==> src/rtl/hazard_ctrl.sv <==
// hazard_ctrl -- pipeline hazard control for the MIPS32 five-stage pipe.
//
// Produces the per-stage write-enables and synchronous flushes for the
// Fetch/Decode/Execute/Memory pipe registers. It handles load-use hazards,
// MULT/DIV occupancy, data-memory wait and taken branches.
//
// Parameters:
//   MD_LAT  MULT/DIV result latency in cycles (2..63)
//   CNT_W   width of the MULT/DIV busy counter (2**CNT_W > MD_LAT)
//
// Ports:
//   i_clk, i_a_rst_n       clock (rising edge), async active-low reset
//   i_s_rst                synchronous clear, same effect as reset
//   i_instr_dec/_exec      instructions held in the Decode/Execute registers
//   i_branch_taken_exec    branch/jump in Execute resolved taken
//   i_mem_busy             data memory not ready; freezes the whole pipe
//   o_we_*                 pipe register write-enables
//   o_flush_dec/_exec      synchronous clears (Execute bubble = NOP)
//   o_md_busy              MULT/DIV unit occupied
//   o_state                current FSM state (RUN/MD_WAIT/MEM_WAIT/LU_STALL)
//   o_stall_cnt            stall-cycle counter
//
// Build option: define HAZ_PERF_CNT_EN to build the saturating stall-cycle
// counter. Without it, o_stall_cnt is tied to zero and has no flops.

module hazard_ctrl #(
    parameter int unsigned MD_LAT = 32,
    parameter int unsigned CNT_W  = 6
) (
    input  logic        i_clk,
    input  logic        i_a_rst_n,
    input  logic        i_s_rst,
    input  logic [31:0] i_instr_dec,
    input  logic [31:0] i_instr_exec,
    input  logic        i_branch_taken_exec,
    input  logic        i_mem_busy,
    output logic        o_we_fetch,
    output logic        o_we_dec,
    output logic        o_we_exec,
    output logic        o_we_mem,
    output logic        o_flush_dec,
    output logic        o_flush_exec,
    output logic        o_md_busy,
    output logic [1:0]  o_state,
    output logic [31:0] o_stall_cnt
);

    typedef enum logic [1:0] {
        RUN      = 2'd0,
        MD_WAIT  = 2'd1,
        MEM_WAIT = 2'd2,
        LU_STALL = 2'd3
    } state_e;

    state_e           state_q, state_d;
    logic [CNT_W-1:0] md_cnt_q, md_cnt_d;

    // Instruction field decode
    logic [5:0] op_d, op_e, funct_d, funct_e;
    logic [4:0] rs_d, rt_d, rt_e;

    assign op_d    = i_instr_dec[31:26];
    assign rs_d    = i_instr_dec[25:21];
    assign rt_d    = i_instr_dec[20:16];
    assign funct_d = i_instr_dec[5:0];
    assign op_e    = i_instr_exec[31:26];
    assign rt_e    = i_instr_exec[20:16];
    assign funct_e = i_instr_exec[5:0];

    // Fields that hazard detection never looks at
    logic unused_fields;
    assign unused_fields = ^{i_instr_exec[25:21], i_instr_exec[15:6], i_instr_dec[15:6]};

    function automatic logic is_md_op(input logic [5:0] op, input logic [5:0] funct);
        return (op == 6'h00) &&
               (funct == 6'h18 || funct == 6'h19 || funct == 6'h1A || funct == 6'h1B);
    endfunction

    logic load_e, dec_reads_rt, hilo_rd_d, md_op_d, md_op_e;
    logic lu, mdh;

    always_comb begin
        load_e = (op_e == 6'h20 || op_e == 6'h21 || op_e == 6'h23 ||
                  op_e == 6'h24 || op_e == 6'h25) && (rt_e != 5'd0);
        dec_reads_rt = (op_d == 6'h00 || op_d == 6'h04 || op_d == 6'h05 ||
                        op_d == 6'h28 || op_d == 6'h29 || op_d == 6'h2B);
        hilo_rd_d = (op_d == 6'h00) && (funct_d == 6'h10 || funct_d == 6'h12);
        md_op_d   = is_md_op(op_d, funct_d);
        md_op_e   = is_md_op(op_e, funct_e);
        // Once the bubble is in, the load-use hazard is not re-raised: the
        // LU_STALL state masks it so the stall lasts exactly one cycle.
        lu  = load_e && (rt_e == rs_d || (dec_reads_rt && rt_e == rt_d)) &&
              (state_q != LU_STALL);
        mdh = (md_cnt_q != '0) && (hilo_rd_d || md_op_d);
    end

    // Priority resolution: reset > memory freeze > branch > mdh > lu > run
    always_comb begin
        o_we_fetch   = 1'b1;
        o_we_dec     = 1'b1;
        o_we_exec    = 1'b1;
        o_we_mem     = 1'b1;
        o_flush_dec  = 1'b0;
        o_flush_exec = 1'b0;
        state_d      = RUN;

        if (!i_a_rst_n || i_s_rst) begin
            o_we_fetch = 1'b0;
            o_we_dec   = 1'b0;
            o_we_exec  = 1'b0;
            o_we_mem   = 1'b0;
        end else if (i_mem_busy) begin
            o_we_fetch = 1'b0;
            o_we_dec   = 1'b0;
            o_we_exec  = 1'b0;
            o_we_mem   = 1'b0;
            state_d    = MEM_WAIT;
        end else if (i_branch_taken_exec) begin
            o_flush_dec  = 1'b1;
            o_flush_exec = 1'b1;
        end else if (mdh) begin
            o_we_fetch   = 1'b0;
            o_we_dec     = 1'b0;
            o_flush_exec = 1'b1;
            state_d      = MD_WAIT;
        end else if (lu) begin
            o_we_fetch   = 1'b0;
            o_we_dec     = 1'b0;
            o_flush_exec = 1'b1;
            state_d      = LU_STALL;
        end
    end

    // MULT/DIV occupancy: loaded when the MD op leaves Execute, then counts
    // down every cycle, memory freeze included.
    always_comb begin
        md_cnt_d = md_cnt_q;
        if (i_s_rst) begin
            md_cnt_d = '0;
        end else if (o_we_mem && md_op_e) begin
            md_cnt_d = CNT_W'(MD_LAT - 1);
        end else if (md_cnt_q != '0) begin
            md_cnt_d = md_cnt_q - CNT_W'(1);
        end
    end

    always_ff @(posedge i_clk or negedge i_a_rst_n) begin
        if (!i_a_rst_n) begin
            state_q  <= RUN;
            md_cnt_q <= '0;
        end else begin
            state_q  <= state_d;
            md_cnt_q <= md_cnt_d;
        end
    end

    assign o_md_busy = (md_cnt_q != '0);
    assign o_state   = state_q;

`ifdef HAZ_PERF_CNT_EN
    logic [31:0] stall_cnt_q, stall_cnt_d;

    always_comb begin
        stall_cnt_d = stall_cnt_q;
        if (i_s_rst) begin
            stall_cnt_d = '0;
        end else if (!o_we_fetch && stall_cnt_q != '1) begin
            stall_cnt_d = stall_cnt_q + 32'd1;
        end
    end

    always_ff @(posedge i_clk or negedge i_a_rst_n) begin
        if (!i_a_rst_n) begin
            stall_cnt_q <= '0;
        end else begin
            stall_cnt_q <= stall_cnt_d;
        end
    end

    assign o_stall_cnt = stall_cnt_q;
`else
    assign o_stall_cnt = '0;
`endif

endmodule

==> config.mk <==
export PLATFORM = sky130hd
export DESIGN_NAME = hazard_ctrl
export DESIGN_NICKNAME = d
export VERILOG_FILES = /design/src/rtl/hazard_ctrl.sv
export SDC_FILE = /design/constraint.sdc
export NUM_CORES = 1
export LEC_CHECK = 0
export ABC_CLOCK_PERIOD_IN_PS = 1700
export BUFFER_PORTS_ARGS = -buffer_cell sky130_fd_sc_hd__buf_2
export CAP_MARGIN = 30
export CORE_ASPECT_RATIO = 0.7
export CORE_UTILIZATION = 31
export CTS_CLUSTER_SIZE = 40
export DETAILED_ROUTE_END_ITERATION = 8
export PLACE_DENSITY_LB_ADDON = 0.2
export SETUP_SLACK_MARGIN = 0.4
export SYNTH_ARGS = -nofsm -noshare
export SYNTH_HDL_FRONTEND = slang
export SYNTH_SLANG_ARGS = --single-unit
==> constraint.sdc <==
create_clock -name i_clk -period 1.7 [get_ports i_clk]
set_input_delay 0 -clock i_clk [delete_from_list [all_inputs] [get_ports i_clk]]
set_output_delay 0 -clock i_clk [all_outputs]
set_load 0.03 [all_outputs]
==> metrics.txt, run 1 <==
DRC Markers 0; arrival time worst endpoint 1.98 ns; Post-Synthesis Cells roughly 110; Rows 16; hold path depth 2; pre-CTS WS -0.187 ns; synth cell count leaders buf_4 (34), xnor2_1 (9), dfrtp_1 (8); count of final hold-check violations 0; sequential area share after synthesis 20.7%; number of max-cap violations 0; Root Driver clkbuf_8; Post-Synthesis Cell Area 968 µm²; leading area contributor after synthesis buf_4; Yosys cell types 34; vias in the first global route 738; largest net degree at the start of global routing 9; power per cell area 1160 nW/µm²; R2R depth 8; vias 899; setup_tns -1.83 ns; Crit Path Max Fanout 4; initial drt markers 18; first-pass GRT wire length 3290 µm; Int Pwr 0.000924 W; vias per std cell 4.20; fill count 277; core area 2880 µm²; WP data required 1.70 ns; Gate power share 65.3%; worst setup path start md_cnt_q[0]$_DFFE_PN0P_; Antenna Cells 0; Reg area 200 µm²; gr usage total between 10% and 20%; Net Sw Frac around two fifths; post-synth top area share a little over a quarter; Sw Pwr 0.000623 W; Die ar. 3360 µm²; post-route ant nets 0; Setup CP Type register to primary output; Hold Path End md_cnt_q[2]$_DFFE_PN0P_; non-filler cells, final 214; H-tree levels 1; Tcrit/Tclk final 116%; Hold/Removal Path Class primary input to register; initial core utilization 33.6%; First-pass DRT Iterations 4; Slew Viols, Final 0; initial antenna violation count 0; f_max approximately 510 MHz; cts bufs inserted 3; post-layout min period 1.98 ns; Worst-Skew Late Latency 0.23 ns; Synth area leaders buf_4 (26%), dfrtp_1 (21%), xnor2_1 (8.1%); Yosys reg bits 8; Crit Reg-Reg Startpoint md_cnt_q[0]$_DFFE_PN0P_; RSZ-0062 raised after global routing true; hold wc startpoint i_s_rst; reg2reg end md_cnt_q[1]$_DFFE_PN0P_; clock-pin slew on the worst setup and hold paths 0.04 ns; CTS tree yes; layout cells sized above 1 44.4%; CTS max path bufs 2; crit start category register; ys async rst share 100%; clock sink count 8; main flop type after synthesis dfrtp_1; share of power burned in registers 19.7%; number of enable flip-flop cells after synthesis 0; Die W 68.8 µm; GRT overflow 0; worst setup margin -0.277 ns; clock skew 0.00237 ns; Setup-failing EPs final 11; Die H 48.8 µm; critical path endpoint category primary output; Total Routed Length approximately 2200 µm; outcome finished with violations; nets 250; Post-Place Cells 203; clock share of power 15.0%; area of the multi-input gates 619 µm²; most frequent cell after synthesis buf_4; Port Buffer Count 49; Yosys Warn Count 0; Final Power between 0.0015 and 0.002 W; failing checks negative setup slack; post-DP HPWL roughly 1900 µm; wire length per cell 10.5 µm; Worst R2R Setup Slack -0.22 ns; Worst VDD drop 0.000461 V; Leak 0.731 nW; GP Congestion 0.750; IO Pins 110; synth-to-layout area growth 38.2%; Syn Area/Cell 8.65 µm²
critical path, stage by stage (launching register included):
cell and delay (ns):
dfrtp_1 0.37, inv_1 0.06, ha_1 0.15, or3b_4 0.38, or3_4 0.37, nand4b_4 0.12
a31o_4 0.17, buf_6 0.12
layout make-up:
cell class / instances / share of cell area, %
Timing Repair Buffer: 67 / 30.7
Sequential cell: 8 / 15.0
Multi-Input combinational cell: 94 / 46.3
Tap cell: 36 / 3.36
Inverter: 6 / 1.68
Clock buffer: 3 / 3.08
power by group through the flow:
stage,Clock [W],Sequential (W),Combinational [W]
after floorplan,0,0.000299,0.000637
after global placement,0,0.000303,0.000828
after detailed placement,0,0.000305,0.000845
after CTS,0.000243,0.000303,0.000949
after global routing,0.000252,0.000312,0.00111
final,0.000232,0.000305,0.00101
registers in the layout, indices dropped and copies added, names as in the netlist:
name,count
md_cnt_q,6
o_state,2
logic make-up (layout without fill, tap and decap cells):
logic type / count (synthesis) / after routing / share of synthesized area (%)
AOI/OAI and AO/OA: 17 / 17 / 12.5
and+or+nand+nor: 30 / 30 / 22.6
DFF: 8 / 8 / 20.7
xor gates and xnor gates: 14 / 14 / 12.7
other: 1 / 32 / 0.387
adders and majority gates: 1 / 1 / 1.29
buffers and inverters: 41 / 76 / 29.8
per-stage QoR:
step / util, % / hold WS (ns) / instance area, µm²
finish: 46.4 / 0.0223 / 1340
global route: 46.4 / 0.0231 / 1340
CTS: 45.2 / 0.0175 / 1300
detailed placement: 41.4 / -0.0630 / 1190
global placement: 41.4 / -0.0641 / 1190
floorplan: - / -0.296 / 1100
metal layers:
| metal | global-route usage (%) | vias to the layer above | share of wire [%] |
|---|---|---|---|
| met3 | 6.60 | 0 | 8.0 |
| li1 | - | 448 | - |
| met4 | 2.04 | 0 | 0 |
| met2 | 19.3 | 47 | 46 |
| met1 | 19.1 | 404 | 46 |
| met5 | 0 | - | 0 |
timing repair:
item	4_1_cts	5_1_grt
endpoints found under the setup margin	12	12
buffers inserted	4	2
hold endpoints to repair	9	0
gates resized for setup	6	5
pin swaps	2	1
hold buffers	2	0
cells in the final DEF (no fill, tap or decap), drive strengths merged, types with 2 or more instances in the layout:
| cell type | n |
|---|---|
| a211oi | 3 |
| a21oi | 7 |
| buf | 65 |
| clkbuf | 3 |
| conb | 32 |
| dfrtp | 8 |
| dlygate4sd3 | 2 |
| inv | 6 |
| nand2 | 5 |
| nand2b | 3 |
| nand4 | 2 |
| nor2 | 3 |
| nor2b | 2 |
| nor3 | 2 |
| nor4b | 3 |
| o21ai | 2 |
| or3 | 2 |
| xnor2 | 9 |
| xor2 | 5 |
worst max-delay path by stage:
stage                             to  slack, ns  cells past startpoint
after floorplan           o_we_fetch      -0.25                      8
after global placement      o_we_dec      -0.15                      7
after detailed placement  o_we_fetch      -0.19                      7
after CTS                 o_we_fetch      -0.28                      7
after global routing        o_we_dec      -0.34                      7
final                       o_we_dec      -0.28                      7
(Power assumes the default switching activity.)
==> run 2, diff against run 1 <==
CORE_MARGIN = 3   (was not set)
==> metrics.txt, run 2 (synthesis results as in run 1) <==
outcome finished with violations; failing checks negative setup slack; power per cell area 1260 nW/µm²; R2R depth 9; post-route ant nets 0; Crit Reg-Reg Startpoint md_cnt_q[1]$_DFFE_PN0P_; clock sink count 8; Hold/Removal Path Class primary input to register; Rows 16; clock-pin slew on the worst setup and hold paths about 0.040 ns; most frequent cells in the layout buf_2 (45), conb_1 (32), buf_4 (15), xnor2_1 (8), dfrtp_1 (8); GP Congestion around 0.8; core area 2880 µm²; cells along the critical path inv_1 -> ha_2 -> or3b_4 -> or3_4 -> nand4b_4 -> a31o_4 -> buf_6; count of final hold-check violations 0; H-tree levels 1; Slew Viols, Final 0; Die W 72.8 µm; IO Pins 110; Total Routed Length roughly 2400 µm; vias in the first global route 740; nets 252; Antenna Cells 0; DRC Markers 0; hold path depth 2; critical path's top delay family simple AND/OR/NAND/NOR gates; pre-CTS WS -0.211 ns; post-DP HPWL around 1900 µm; synth-to-layout area growth 41.7%; vias per std cell 4.25; number of max-cap violations 0; WP data required 1.70 ns; Worst R2R Setup Slack -0.30 ns; initial drt markers 21; Crit path buffers/inverters 2; design area 1370 µm²; cts bufs inserted 3; hold wc startpoint i_s_rst; first-pass GRT wire length 3310 µm; First-pass DRT Iterations 3; wire length per cell about 11 µm; worst setup margin -0.345 ns; Crit Path Max Fanout 4; CP max stage cell or3_4; crit start category register; initial antenna violation count 0; most frequent standard cell in the layout excluding fill and tap cells buf_2; GRT overflow 0; CTS tree yes; reg2reg end md_cnt_q[1]$_DFFE_PN0P_; Tcrit/Tclk final 120%; critical path's largest stage delay 0.43 ns; CTS max path bufs 2; Hold Path End md_cnt_q[3]$_DFFE_PN0P_; gr usage total 11.4%; Final Power 0.00173 W; RSZ-0062 raised after global routing true; Leak approximately 0.75 nW; Die H 52.8 µm; Die ar. 3840 µm²; f_max 489 MHz; vias about 920; initial core utilization 33.6%; Util after Layout 47.6%; non-filler cells, final 216; clock skew 0.000680 ns; Root Driver clkbuf_8; largest net degree at the start of global routing 9; fill count 269; Worst-Skew Late Latency between 0.2 and 0.25 ns; Largest register FFs 6; post-layout min period 2.05 ns; Setup-failing EPs final 12; layout cells sized above 1 46.1%; Port Buffer Count 49; Setup CP Type register to primary output; Post-Place Cells 201; arrival time worst endpoint 2.05 ns; critical path endpoint category primary output; most flop-heavy register md_cnt_q; Worst VDD drop 0.000535 V; Post-DP Area between 1000 and 1500 µm²
run 2: layer usage:
layer  global-route usage (%)  vias to the layer above  part of all wire (%)
met1                     15.4                      415                    45
met3                     5.17                        5                   9.5
li1                         -                      453                     -
met2                     15.9                       46                    45
met4                     3.68                        0                  0.97
met5                        0                        -                     0
run 2: how the worst max path moves through the flow:
stage | start | to | slack, ns | cells after the start
5_1_grt | md_cnt_q[0]$_DFFE_PN0P_ | o_we_dec | -0.40 | 7
4_1_cts | md_cnt_q[0]$_DFFE_PN0P_ | o_we_dec | -0.29 | 7
3_3_place_gp | md_cnt_q[0]$_DFFE_PN0P_ | o_we_dec | -0.16 | 7
3_5_place_dp | md_cnt_q[0]$_DFFE_PN0P_ | o_we_dec | -0.21 | 7
6_report | md_cnt_q[1]$_DFFE_PN0P_ | o_we_dec | -0.35 | 7
2_1_floorplan | md_cnt_q[0]$_DFFE_PN0P_ | o_we_fetch | -0.25 | 8
run 2: cell type report:
cell class                 count  area [µm²]  area share (%)
multi-input combinational     94         627            45.7
timing repair buffer          69         437            31.8
sequential                     8         200            14.6
tap                           36        45.0            3.28
clock buffer                   3        41.3            3.01
inverter                       6        22.5            1.64
run 2: what timing repair did:
item,4_1_cts,5_1_grt
gates resized for setup,10,6
endpoints found under the hold margin,9,0
hold buffers,2,0
endpoints found under the setup margin,12,12
pin swaps,5,7
buffers inserted,6,4
run 2: stage by stage:
step / hold slack, ns / setup TNS (ns)
after floorplan: -0.296 / -0.870
after global placement: -0.0698 / -0.834
after detailed placement: -0.0678 / -1.24
after CTS: 0.0156 / -2.09
after global routing: 0.0302 / -3.57
final: 0.0215 / -2.92
run 2: worst reg2reg max path, cell delays in order (launching register included):
cell,delay (ns)
dfrtp_1,0.36
inv_1,0.06
ha_2,0.16
or3b_4,0.38
or3_4,0.43
buf_4,0.15
buf_6,0.11
nand2_1,0.06
o21ai_1,0.05
a21oi_1,0.15
run 2: report_power, final:
group          internal, W  switching [W]
Sequential        0.000254      0.0000489
Combinational     0.000654       0.000540
Clock             0.000154      0.0000764
==> run 3, diff against run 2 <==
ABC_CLOCK_PERIOD_IN_PS = 2400   (was 1700)
CORE_UTILIZATION = 36   (was 31)
clock period = 2.4 ns   (was 1.7 ns; I/O delays follow)
==> metrics.txt, run 3 (synthesis results as in run 1) <==
outcome finished, final reports clean; CTS tree yes; cells along the critical path inv_1 -> ha_2 -> or3b_4 -> or3_4 -> nand4b_4 -> a31o_4 -> buf_6; number of max-cap violations 0; layout cells sized above 1 between 40 and 50%; post-route ant nets 0; critical path endpoint category primary output; Die H 49.4 µm; Antenna Cells 0; Die ar. 3360 µm²; CP max stage cell or3b_4; critical path's largest stage delay 0.38 ns; Post-DP Area between 1000 and 1500 µm²; Crit path buffers/inverters 2; GRT overflow 0; Post-Place Cells approximately 190; largest net degree at the start of global routing 10; H-tree levels 1; post-DP HPWL roughly 1800 µm; Worst Hold Slack approximately 0.024 ns; cts bufs inserted 3; Root Driver clkbuf_8; Largest register FFs 6; Setup CP Type register to primary output; vias per std cell 4.29; DRC Markers 0; clock skew 0.000646 ns; crit start category register; initial core utilization roughly 39%; initial drt markers 21; RSZ-0062 raised after global routing true; Util after Layout between 40 and 50%; WP data required ~2.4 ns; Worst VDD drop 0.000278 V; clock sink count 8; wire length per cell 11.0 µm; power per cell area 788 nW/µm²; Setup-failing EPs final 0; setup_tns 0 ns; Rows 15; Tcrit/Tclk final 83.6%; count of final hold-check violations 0; GP Congestion 0.675; clock-pin slew on the worst setup and hold paths around 0.040 ns; vias 867; Port Buffer Count 49; First-pass DRT Iterations 4; design area 1250 µm²; first-pass GRT wire length 3270 µm; critical path's top delay family simple AND/OR/NAND/NOR gates; core area 2510 µm²; Die W 68.0 µm; actual slew at the worst max-slew pin 0.562 ns; gr usage total 13.1%; Total Routed Length between 2000 and 2500 µm; Slew Viols, Final 0; post-layout min period 2.01 ns; Relative slew margins 62.0%; initial antenna violation count 0; most frequent standard cell in the layout excluding fill and tap cells buf_2; Leak 0.659 nW; f_max 498 MHz; vias in the first global route 730; most flop-heavy register md_cnt_q; synth-to-layout area growth 28.7%; Hold/Removal Path Class primary input to register; non-filler cells, final roughly 200; most frequent cells in the layout buf_2 (46), conb_1 (32), xnor2_1 (9), dfrtp_1 (8); CTS max path bufs 2; Crit Path Max Fanout 3; IO Pins 110; nets 240; arrival time worst endpoint 2.01 ns; Worst-Skew Late Latency 0.23 ns
-- run 3: changes by cell type in the layout (fill, tap and decap cells not counted), sizes merged --
cell | before | now
buf | 67 | 55
-- run 3: per-layer routing --
layer	vias up	GRT usage (%)	wire length, µm
li1	429	-	-
met1	387	18.6	941
met3	4	3.69	186
met5	-	0	0
met2	47	17.8	1040
met4	0	6.60	42
-- run 3: path summary, 6_finish.rpt --
kind,startpoint,endpoint,slack [ns],cells past startpoint
setup / recovery,md_cnt_q[0]$_DFFE_PN0P_,o_we_dec,0.39,7
hold / removal,i_s_rst,md_cnt_q[0]$_DFFE_PN0P_,0.02,2
setup reg to reg,md_cnt_q[0]$_DFFE_PN0P_,o_state[1]$_DFF_PN0_,0.52,8
hold reg to reg,md_cnt_q[3]$_DFFE_PN0P_,md_cnt_q[3]$_DFFE_PN0P_,0.61,3
max in group asynchronous,i_a_rst_n,o_state[1]$_DFF_PN0_,2.07,2
min in group asynchronous,i_a_rst_n,md_cnt_q[3]$_DFFE_PN0P_,0.15,2
-- run 3: worst reg2reg max path: stages (launching register included) --
cell and delay [ns]:
dfrtp_1 0.37, inv_1 0.06, ha_2 0.17, or3b_4 0.38
or3_4 0.37, nand4b_4 0.13, buf_4 0.14, nand3b_4 0.07
o22ai_2 0.10
-- run 3: layout make-up --
cell class / count / area (µm²)
Timing Repair Buffer: 57 / 325
Multi-Input combinational cell: 94 / 614
Fill cell: 263 / 1270
Sequential cell: 8 / 200
Clock buffer: 3 / 41.3
Tap cell: 34 / 42.5
Inverter: 6 / 22.5
-- run 3: stage by stage --
| step | setup slack (ns) | power (W) |
|---|---|---|
| floorplan | 0.427 | 0.000663 |
| global placement | 0.353 | 0.000682 |
| detailed placement | 0.333 | 0.000696 |
| CTS | 0.336 | 0.000971 |
| global route | 0.327 | 0.00106 |
| finish | 0.393 | 0.000982 |
-- run 3: power by group --
group / total, W / switching, W / leakage [nW] / internal, W
sequential: 0.000215 / 0.0000349 / 0.107 / 0.000180
combinational: 0.000607 / 0.000322 / 0.531 / 0.000284
clock: 0.000159 / 0.0000509 / 0.0216 / 0.000108
total: 0.000982 / 0.000408 / 0.659 / 0.000573
-- run 3: timing repair --
item | CTS | global route
pin swaps | 4 | 2
resized for setup | 8 | 0
endpoints found under the setup margin | 3 | 7
hold endpoints to repair | 9 | 0
hold buffers | 2 | 0
setup buffers | 5 | 1
